## src/rtl/ped_button_conditioner.sv

```systemverilog
// ped_button_conditioner
// Conditions raw pedestrian push-buttons for the traffic light FSM.
// Each channel has a 2-flop synchronizer, a counter-based debounce FSM and
// press-edge detection. It produces these outputs:
//   - a one-cycle press pulse per channel
//   - a debounced level per channel
//   - the OR of the pulses
// Every output is registered.
//
// Optional feature: define STUCK_DETECT_EN to enable per-channel stuck-button
// detection. A channel is flagged stuck once it has been held longer than
// STUCK_SEC seconds. When the macro is undefined, o_ped_stuck is tied to 0.

module ped_button_conditioner #(
    parameter int CYCLES_PER_SEC = 125000000,
    parameter int DEBOUNCE_MS    = 20,
    parameter int NUM_BUTTONS    = 4,
    parameter int STUCK_SEC      = 30
) (
    input  logic                   clk,
    input  logic                   i_maintenance,
    input  logic [NUM_BUTTONS-1:0] i_ped_raw,
    output logic [NUM_BUTTONS-1:0] o_ped_buttons,
    output logic [NUM_BUTTONS-1:0] o_ped_level,
    output logic                   o_ped_any,
    output logic [NUM_BUTTONS-1:0] o_ped_stuck
);

    // Number of consecutive synchronized samples a new level must hold.
    localparam int DB_CYCLES = (CYCLES_PER_SEC / 1000) * DEBOUNCE_MS;
    // Wide enough to hold DB_CYCLES. The counter resets at its terminal
    // value, so it never wraps.
    localparam int CNT_W = $clog2(DB_CYCLES + 1);
    localparam logic [CNT_W-1:0] CNT_TERM = CNT_W'(DB_CYCLES - 1);
    localparam logic [CNT_W-1:0] CNT_ONE  = CNT_W'(1);

`ifdef STUCK_DETECT_EN
    // Compute in 64 bits: the product overflows a signed 32-bit int at
    // default settings. The result itself fits in 32 unsigned bits.
    localparam logic [31:0] STUCK_LIMIT =
        32'(64'(STUCK_SEC) * 64'(CYCLES_PER_SEC) - 64'd1);
`endif

    // Elaboration-time sanity checks on the configuration.
    if (DB_CYCLES < 2) begin : g_bad_debounce
        $error("ped_button_conditioner: DB_CYCLES must be at least 2");
    end
    if (STUCK_SEC < 1) begin : g_bad_stuck
        $error("ped_button_conditioner: STUCK_SEC must be at least 1");
    end

    typedef enum logic [1:0] {
        IDLE         = 2'd0,
        PRESS_WAIT   = 2'd1,
        PRESSED      = 2'd2,
        RELEASE_WAIT = 2'd3
    } state_t;

    logic [NUM_BUTTONS-1:0] sync_q1;
    logic [NUM_BUTTONS-1:0] sync_q2;
    logic [NUM_BUTTONS-1:0] press_vec;
    logic [NUM_BUTTONS-1:0] level_vec;
    logic [NUM_BUTTONS-1:0] stuck_vec;

    // Two-flop synchronizer. These are the only flops that see the raw pins.
    // NOTE: sequential state always uses non-blocking assignments, so that
    // each flop samples its neighbour's pre-edge value and the chain behaves
    // as a true shift.
    always_ff @(posedge clk) begin
        if (i_maintenance) begin
            sync_q1 <= '0;
            sync_q2 <= '0;
        end else begin
            sync_q1 <= i_ped_raw;
            sync_q2 <= sync_q1;
        end
    end

    for (genvar i = 0; i < NUM_BUTTONS; i++) begin : g_chan
        state_t           state;
        logic [CNT_W-1:0] cnt;
        logic             level;
        logic             press;
        logic             s;

        assign s = sync_q2[i];

        // Debounce FSM for this channel. It raises press for exactly one
        // cycle on the PRESS_WAIT -> PRESSED transition and tracks the
        // debounced level.
        // NOTE: the synchronous reset branch covers every flop in this block,
        // including the counter. Pending counts are then discarded, and a
        // button still held after reset is seen as a fresh press.
        always_ff @(posedge clk) begin
            if (i_maintenance) begin
                state <= IDLE;
                cnt   <= '0;
                level <= 1'b0;
                press <= 1'b0;
            end else begin
                press <= 1'b0;
                case (state)
                    IDLE: begin
                        if (s) begin
                            state <= PRESS_WAIT;
                            cnt   <= CNT_ONE;
                        end else begin
                            cnt   <= '0;
                        end
                    end
                    PRESS_WAIT: begin
                        if (!s) begin
                            state <= IDLE;
                            cnt   <= '0;
                        end else if (cnt == CNT_TERM) begin
                            state <= PRESSED;
                            cnt   <= '0;
                            press <= 1'b1;
                            level <= 1'b1;
                        end else begin
                            cnt   <= cnt + CNT_ONE;
                        end
                    end
                    PRESSED: begin
                        if (!s) begin
                            state <= RELEASE_WAIT;
                            cnt   <= CNT_ONE;
                        end else begin
                            cnt   <= '0;
                        end
                    end
                    RELEASE_WAIT: begin
                        if (s) begin
                            // A bounce back to pressed: resume the press
                            // without issuing a second pulse.
                            state <= PRESSED;
                            cnt   <= '0;
                        end else if (cnt == CNT_TERM) begin
                            state <= IDLE;
                            cnt   <= '0;
                            level <= 1'b0;
                        end else begin
                            cnt   <= cnt + CNT_ONE;
                        end
                    end
                    default: begin
                        state <= IDLE;
                        cnt   <= '0;
                        level <= 1'b0;
                    end
                endcase
            end
        end

        assign press_vec[i] = press;
        assign level_vec[i] = level;

`ifdef STUCK_DETECT_EN
        logic [31:0] hold;
        logic        stuck;

        // Hold-time counter for stuck detection. It runs while the channel
        // is pressed or settling from release, and saturates at the limit.
        // The sticky flag clears only through IDLE or reset.
        always_ff @(posedge clk) begin
            if (i_maintenance) begin
                hold  <= '0;
                stuck <= 1'b0;
            end else if (state == IDLE) begin
                hold  <= '0;
                stuck <= 1'b0;
            end else if (state == PRESSED || state == RELEASE_WAIT) begin
                if (hold == STUCK_LIMIT) begin
                    stuck <= 1'b1;
                end else begin
                    hold  <= hold + 32'd1;
                end
            end
        end

        assign stuck_vec[i] = stuck;
`else
        assign stuck_vec[i] = 1'b0;
`endif
    end

    // Output registers. The pulses and their OR are registered in the same
    // cycle. A stuck channel masks its debounced level.
    always_ff @(posedge clk) begin
        if (i_maintenance) begin
            o_ped_buttons <= '0;
            o_ped_level   <= '0;
            o_ped_any     <= 1'b0;
            o_ped_stuck   <= '0;
        end else begin
            o_ped_buttons <= press_vec;
            o_ped_level   <= level_vec & ~stuck_vec;
            o_ped_any     <= |press_vec;
            o_ped_stuck   <= stuck_vec;
        end
    end

endmodule

```

## config.mk

```make
export PLATFORM = sky130hd
export DESIGN_NAME = ped_button_conditioner
export DESIGN_NICKNAME = d
export VERILOG_FILES = /design/src/rtl/ped_button_conditioner.sv
export SDC_FILE = /design/constraint.sdc
export NUM_CORES = 1
export LEC_CHECK = 0
export CORE_ASPECT_RATIO = 0.5
export CORE_UTILIZATION = 50
export CTS_BUF_LIST = sky130_fd_sc_hd__clkbuf_8
export DETAILED_ROUTE_END_ITERATION = 8
export PLACE_DENSITY = 0.78
export SLEW_MARGIN = 30
export SYNTH_ARGS = -nofsm -noshare
export SYNTH_HDL_FRONTEND = slang
export SYNTH_SLANG_ARGS = --single-unit
```

## constraint.sdc

```tcl
create_clock -name clk -period 2.3 [get_ports clk]
set_clock_uncertainty 0.05 [all_clocks]
set_input_delay 0.575 -clock clk [delete_from_list [all_inputs] [get_ports clk]]
set_output_delay 0.575 -clock clk [all_outputs]
set_load 0.02 [all_outputs]
```

======== Yosys cells after proc, flatten, opt, wreduce, memory -nomap -nowiden ========
Cells that the tools add are included.
Widths: inputs -> output; s select.
storage, ports and cells
  bits in registers ....................... 121
  bits of input ports ..................... 6
  word-level logic and storage cells ...... 178
operators by class
  $add $sub $neg .......................... 4
  eq/ne operators ......................... 48
  mux-type cells .......................... 76
  bitwise gates (word level) .............. 8
  reductions and logical operators ........ 21
operators by type and width
  kind                   number
  $pmux 22 s4            4
  $mux 22                12
  $add 22x1->22 const B  4
  $eq 22x22->1 const B   4
  $mux 2                 24
  $ne 2x2->1 const B     24
  $pmux 2 s4             4
  $mux 1                 28
  $ne 3x3->1 const B     8
  $reduce_and 5->1       4
  $eq 2x2->1 const B     8
  $reduce_and 4->1       4
  $reduce_or 3->1        4
  $eq 2x1->1 const B     4
  $logic_not 2->1        4
  $not 1->1              8
  $pmux 1 s2             4
  $reduce_bool 2->1      4
  $reduce_or 4->1        1

======== Logic depth before layout (Yosys ltp) ========
  depth after elaboration ................. 4
  mapped depth ............................ 7

======== Least setup slack after synthesis ========
No wires, ideal clock.
  kind .................................... register to register
  from .................................... reg g_chan[0].cnt[0]
  to ...................................... reg g_chan[0].cnt[18]
  setup time .............................. 70 ps
  arrival ................................. 1878 ps
  slack ................................... 302 ps
  stages on the path, launching flop included .. 7
  buffers on the path ..................... 1
  clock period less this slack ............ 1998 ps
  path through ............................ dfxtp_1 > ha_1 > nand4_2 > or4_1 > clkbuf_1 > or3_1 > a21oi_1
on the way
  cells in the longest elaborated chain, start to end .. 4
  elaborated cells on any way between the ends .. 6
  classes of those cells .................. add/sub (1); eq/ne (1); mux (4)
ends and longest elaborated chain
  item                                           RTL line  source
  start: declaration                             81        logic [CNT_W-1:0] cnt;
  start signal: assignment                       121       cnt <= cnt + CNT_ONE;
  start signal: assignment                       143       cnt <= cnt + CNT_ONE;
  $add 22x1->22 or $eq 22x22->1 (tied branches)  -
  $mux 22 (*)                                    115, 138
  $mux 22, on equally long branches              133, 112
  $pmux 22 s4 (*)                                102       case (state)
Every way passes the cells marked *; elsewhere a longest branch is shown, timed or not.
A chain may end at the register's enable or synchronous reset.

======== Worst setup path after layout ========
Ends and elaborated chain as after synthesis.

==> flow_summary_export.csv <==
group,metric,value,unit
synth,syn_area,5320,sq um
synth,synth_xor_area_frac,0.0888,
floorplan,dieArea,11100,sq um
worst_hold_path,min_to,"sync_q2[3]",
cts,cts_buffers,17,
synth,yosysWarnings,0,
placement,hpwlAfterDp,7200,um
floorplan,die_x,148,um
synth,avgSynthCellArea,8.71,sq um
cts,clock-root-buffer,"clkbuf_8",
sta,period_minus_slack,2.15,ns
power_and_ir_drop,p_total,4.39,mW
synth,synthMuxAreaShare,0,
synth,synth-edff-count,0,
cts,cts_tree,"yes",
sta,rsz0062_at_grt,"no",
drt,wl_per_cell,13.5,um
worst_setup_path,arrival,2.46,ns
power_and_ir_drop,ir_drop,0.310,mV
layout,drive_gt1_frac,0.0997,
floorplan,die_height,75.0,um
floorplan,core_area,10300,sq um
synth,ys_seq_area_frac,0.455,
cts,postCtsSetupRepairBufs,0,
worst_setup_path,crit_type,"reg -> reg",
power_and_ir_drop,power.density,713,nW/um^2
cts,clock_sinks,121,
synth,ys_types,48,
layout,syn2layout_area_growth,15.7,%
global_routing,grt_pass1_wl,17800,um
floorplan,rows,26,
global_routing,grt-ovfl-total,0,
floorplan,initial_utilization,0.518,
cts,hold_buffers,0,
power_and_ir_drop,p_leak,1.90,nW
worst_setup_path,crit_fanout,7,
synth,synth-simple-area-share,0.301,
job,cap_violations,0,
synth,synth_top_family_by_area,"simple AND/OR/NAND/NOR gates",
sta,setup_tns,0,ns
sta,fin_crit_sh,0.935,
drt,drt_first_pass_iters,4,
drt,routed_wl,10700,um
sta,worst_slew_pin_slew,0.569,ns
global_routing,antenna_found_initial,0,
worst_setup_path,reg2reg_slack,0.15,ns
cts,clkTransAtPathRegs,0.07,ns
worst_setup_path,worstRegToRegCells,5,
drt,drc,0,
worst_setup_path,start_kind,"register",
drt,via_per_inst,5.56,
placement,pre_cts_ws,0.0844,ns
global_routing,grtUsageTotal,0.204,
synth,postSynthCellCount,611,
worst_setup_path,critPathRequiredTime,2.61,ns
drt,vias,4405,
layout,final_area,6160,sq um
worst_hold_path,hold_depth,1,
synth,ys_ff_latch,121,
drt,drtIter0Drc,291,
status,status,"complete, no violations",
synth,synth-adder-area-share,0.00940,
worst_hold_path,hold_path.class,"reg -> reg",
layout,antenna_cells,0,
cts,worstSkewPairLatency,0.43,ns
sta,fin_ws,0.150,ns
worst_setup_path,worst_setup_path_end_kind,"register",
sta,slew_violations,0,
placement,port_buffers,14,
sta,fmax,465,MHz
global_routing,grt_max_degree,22,
worst_hold_path,hp-start,"sync_q1[3]",
synth,synth_compound_area_frac,0.101,
cts,cts_resized,0,
sta,setup_viol,0,
cts,htree_num_levels,4,
placement,gp_congestion,0.878,
sta,relSlewSlack,0.617,
global_routing,grt_pass1_vias,4022,
floorplan,io_pins,19,
drt,ant_nets,0,
synth,synthArstFlopShare,0,
cts,cts_max_path_buffers,2,
layout,layout.nets,649,
sta,hold_viol,0,
synth,synth-main-ff-cell,"dfxtp_1",
placement,dpl_cell_area,5680,sq um
worst_setup_path,timing.rr.end,"g_chan[0].cnt[18]",
worst_setup_path,r2r-start,"g_chan[0].cnt[0]",
-- critical path: stages (launching register included) --
cell     delay (ns)
dfxtp_1        0.39
ha_1           0.27
nand4_2        0.21
or4_4          0.64
or3_1          0.37
a21oi_1        0.15
-- stage by stage --
stage                     cells  utilization  hold WS, ns
after global placement      760        0.553        0.370
after global routing        792        0.599        0.414
after CTS                   792        0.599        0.396
final                       792        0.599        0.392
after floorplan             614            -        0.364
after detailed placement    760        0.553        0.380
-- how the worst max path moves through the flow --
stage                          start           endpoint  slack, ns
finish              g_chan[0].cnt[0]  g_chan[0].cnt[18]       0.15
global route        g_chan[0].cnt[9]    g_chan[0].press       0.01
floorplan           g_chan[0].cnt[0]  g_chan[0].cnt[18]       0.30
detailed placement  g_chan[0].cnt[0]  g_chan[0].cnt[18]       0.08
CTS                 g_chan[0].cnt[0]  g_chan[0].cnt[18]       0.08
global placement    g_chan[0].cnt[0]  g_chan[0].cnt[18]       0.16
-- registers in the layout, summed over array words and instances, names as in the netlist, named ones only --
name           flops
g_chan.cnt        88
g_chan.level       4
g_chan.press       4
g_chan.state       4
o_ped_buttons      4
o_ped_level        4
sync_q1            4
sync_q2            4
o_ped_any          1
-- layout make-up --
class | count | area (sq um)
Fill cell | 850 | 4120
Multi-Input combinational cell | 438 | 2680
Sequential cell | 121 | 2420
Timing Repair Buffer | 35 | 310
Clock buffer | 20 | 275
Clock inverter | 12 | 196
Tap cell | 140 | 175
Inverter | 26 | 97.6
-- layer usage --
metal | vias to the layer above | track usage | part of all wire | wire length, um
met5 | - | 0 | 0 | 0
met4 | 0 | 0.109 | 0.012 | 131
met3 | 15 | 0.0467 | 0.030 | 318
met2 | 60 | 0.340 | 0.47 | 5020
met1 | 2096 | 0.252 | 0.49 | 5200
li1 | 2234 | - | - | -
-- logic make-up after synthesis --
kind of cell | count (synthesis)
and+or+nand+nor | 283
DFF | 121
AOI/OAI and AO/OA | 93
buffers and inverters | 55
xor gates and xnor gates | 54
adders and majority gates | 4
other | 1
-- placed cells by master, fill, tap and decap left out, types with 12 or more instances in the layout --
master	synthesis	layout
nor2_1	66	66
nand3_1	36	36
or4_1	19	18
xor2_1	24	24
clkdlybuf4s50_1	0	14
xnor2_1	30	30
o31ai_1	12	12
o21ai_0	28	28
nor2b_1	16	16
a21oi_1	37	37
inv_1	25	26
dfxtp_1	121	121
nand2_1	28	28
or3_1	23	23
clkbuf_8	0	20
buf_4	6	20
nand4_1	26	26
nor4_1	14	14
-- where the power goes --
part / switching [mW] / internal, mW / total, mW / leakage [nW]
clock network: 0.849 / 1.37 / 2.22 / 0.236
logic: 0.0294 / 0.0225 / 0.0519 / 0.690
registers: 0.0100 / 2.11 / 2.12 / 0.977
-- cell usage after synthesis, types with 4 or more instances --
| cell | instances | area (sq um) |
|---|---|---|
| nand2_1 | 28 | 105 |
| nand4_1 | 26 | 163 |
| nor4b_1 | 4 | 35.0 |
| ha_1 | 4 | 50.1 |
| and4_1 | 8 | 70.1 |
| or3_1 | 23 | 144 |
| dfxtp_1 | 121 | 2420 |
| nor3_1 | 9 | 45.0 |
| xor2_1 | 24 | 210 |
| clkbuf_1 | 18 | 67.6 |
| inv_1 | 25 | 93.8 |
| a31oi_1 | 4 | 25.0 |
| a21oi_1 | 37 | 185 |
| o21ai_0 | 28 | 140 |
| nand3_1 | 36 | 180 |
| nor2b_1 | 16 | 100 |
| a21o_1 | 4 | 30.0 |
| buf_2 | 4 | 20.0 |
| o31ai_1 | 12 | 90.1 |
| and3_1 | 7 | 43.8 |
| or4_1 | 19 | 143 |
| nor2_1 | 66 | 248 |
| xnor2_1 | 30 | 263 |
| buf_4 | 6 | 45.0 |
| nor4_1 | 14 | 87.6 |
| and2_1 | 7 | 43.8 |
Power figures use the tool's default switching activity.
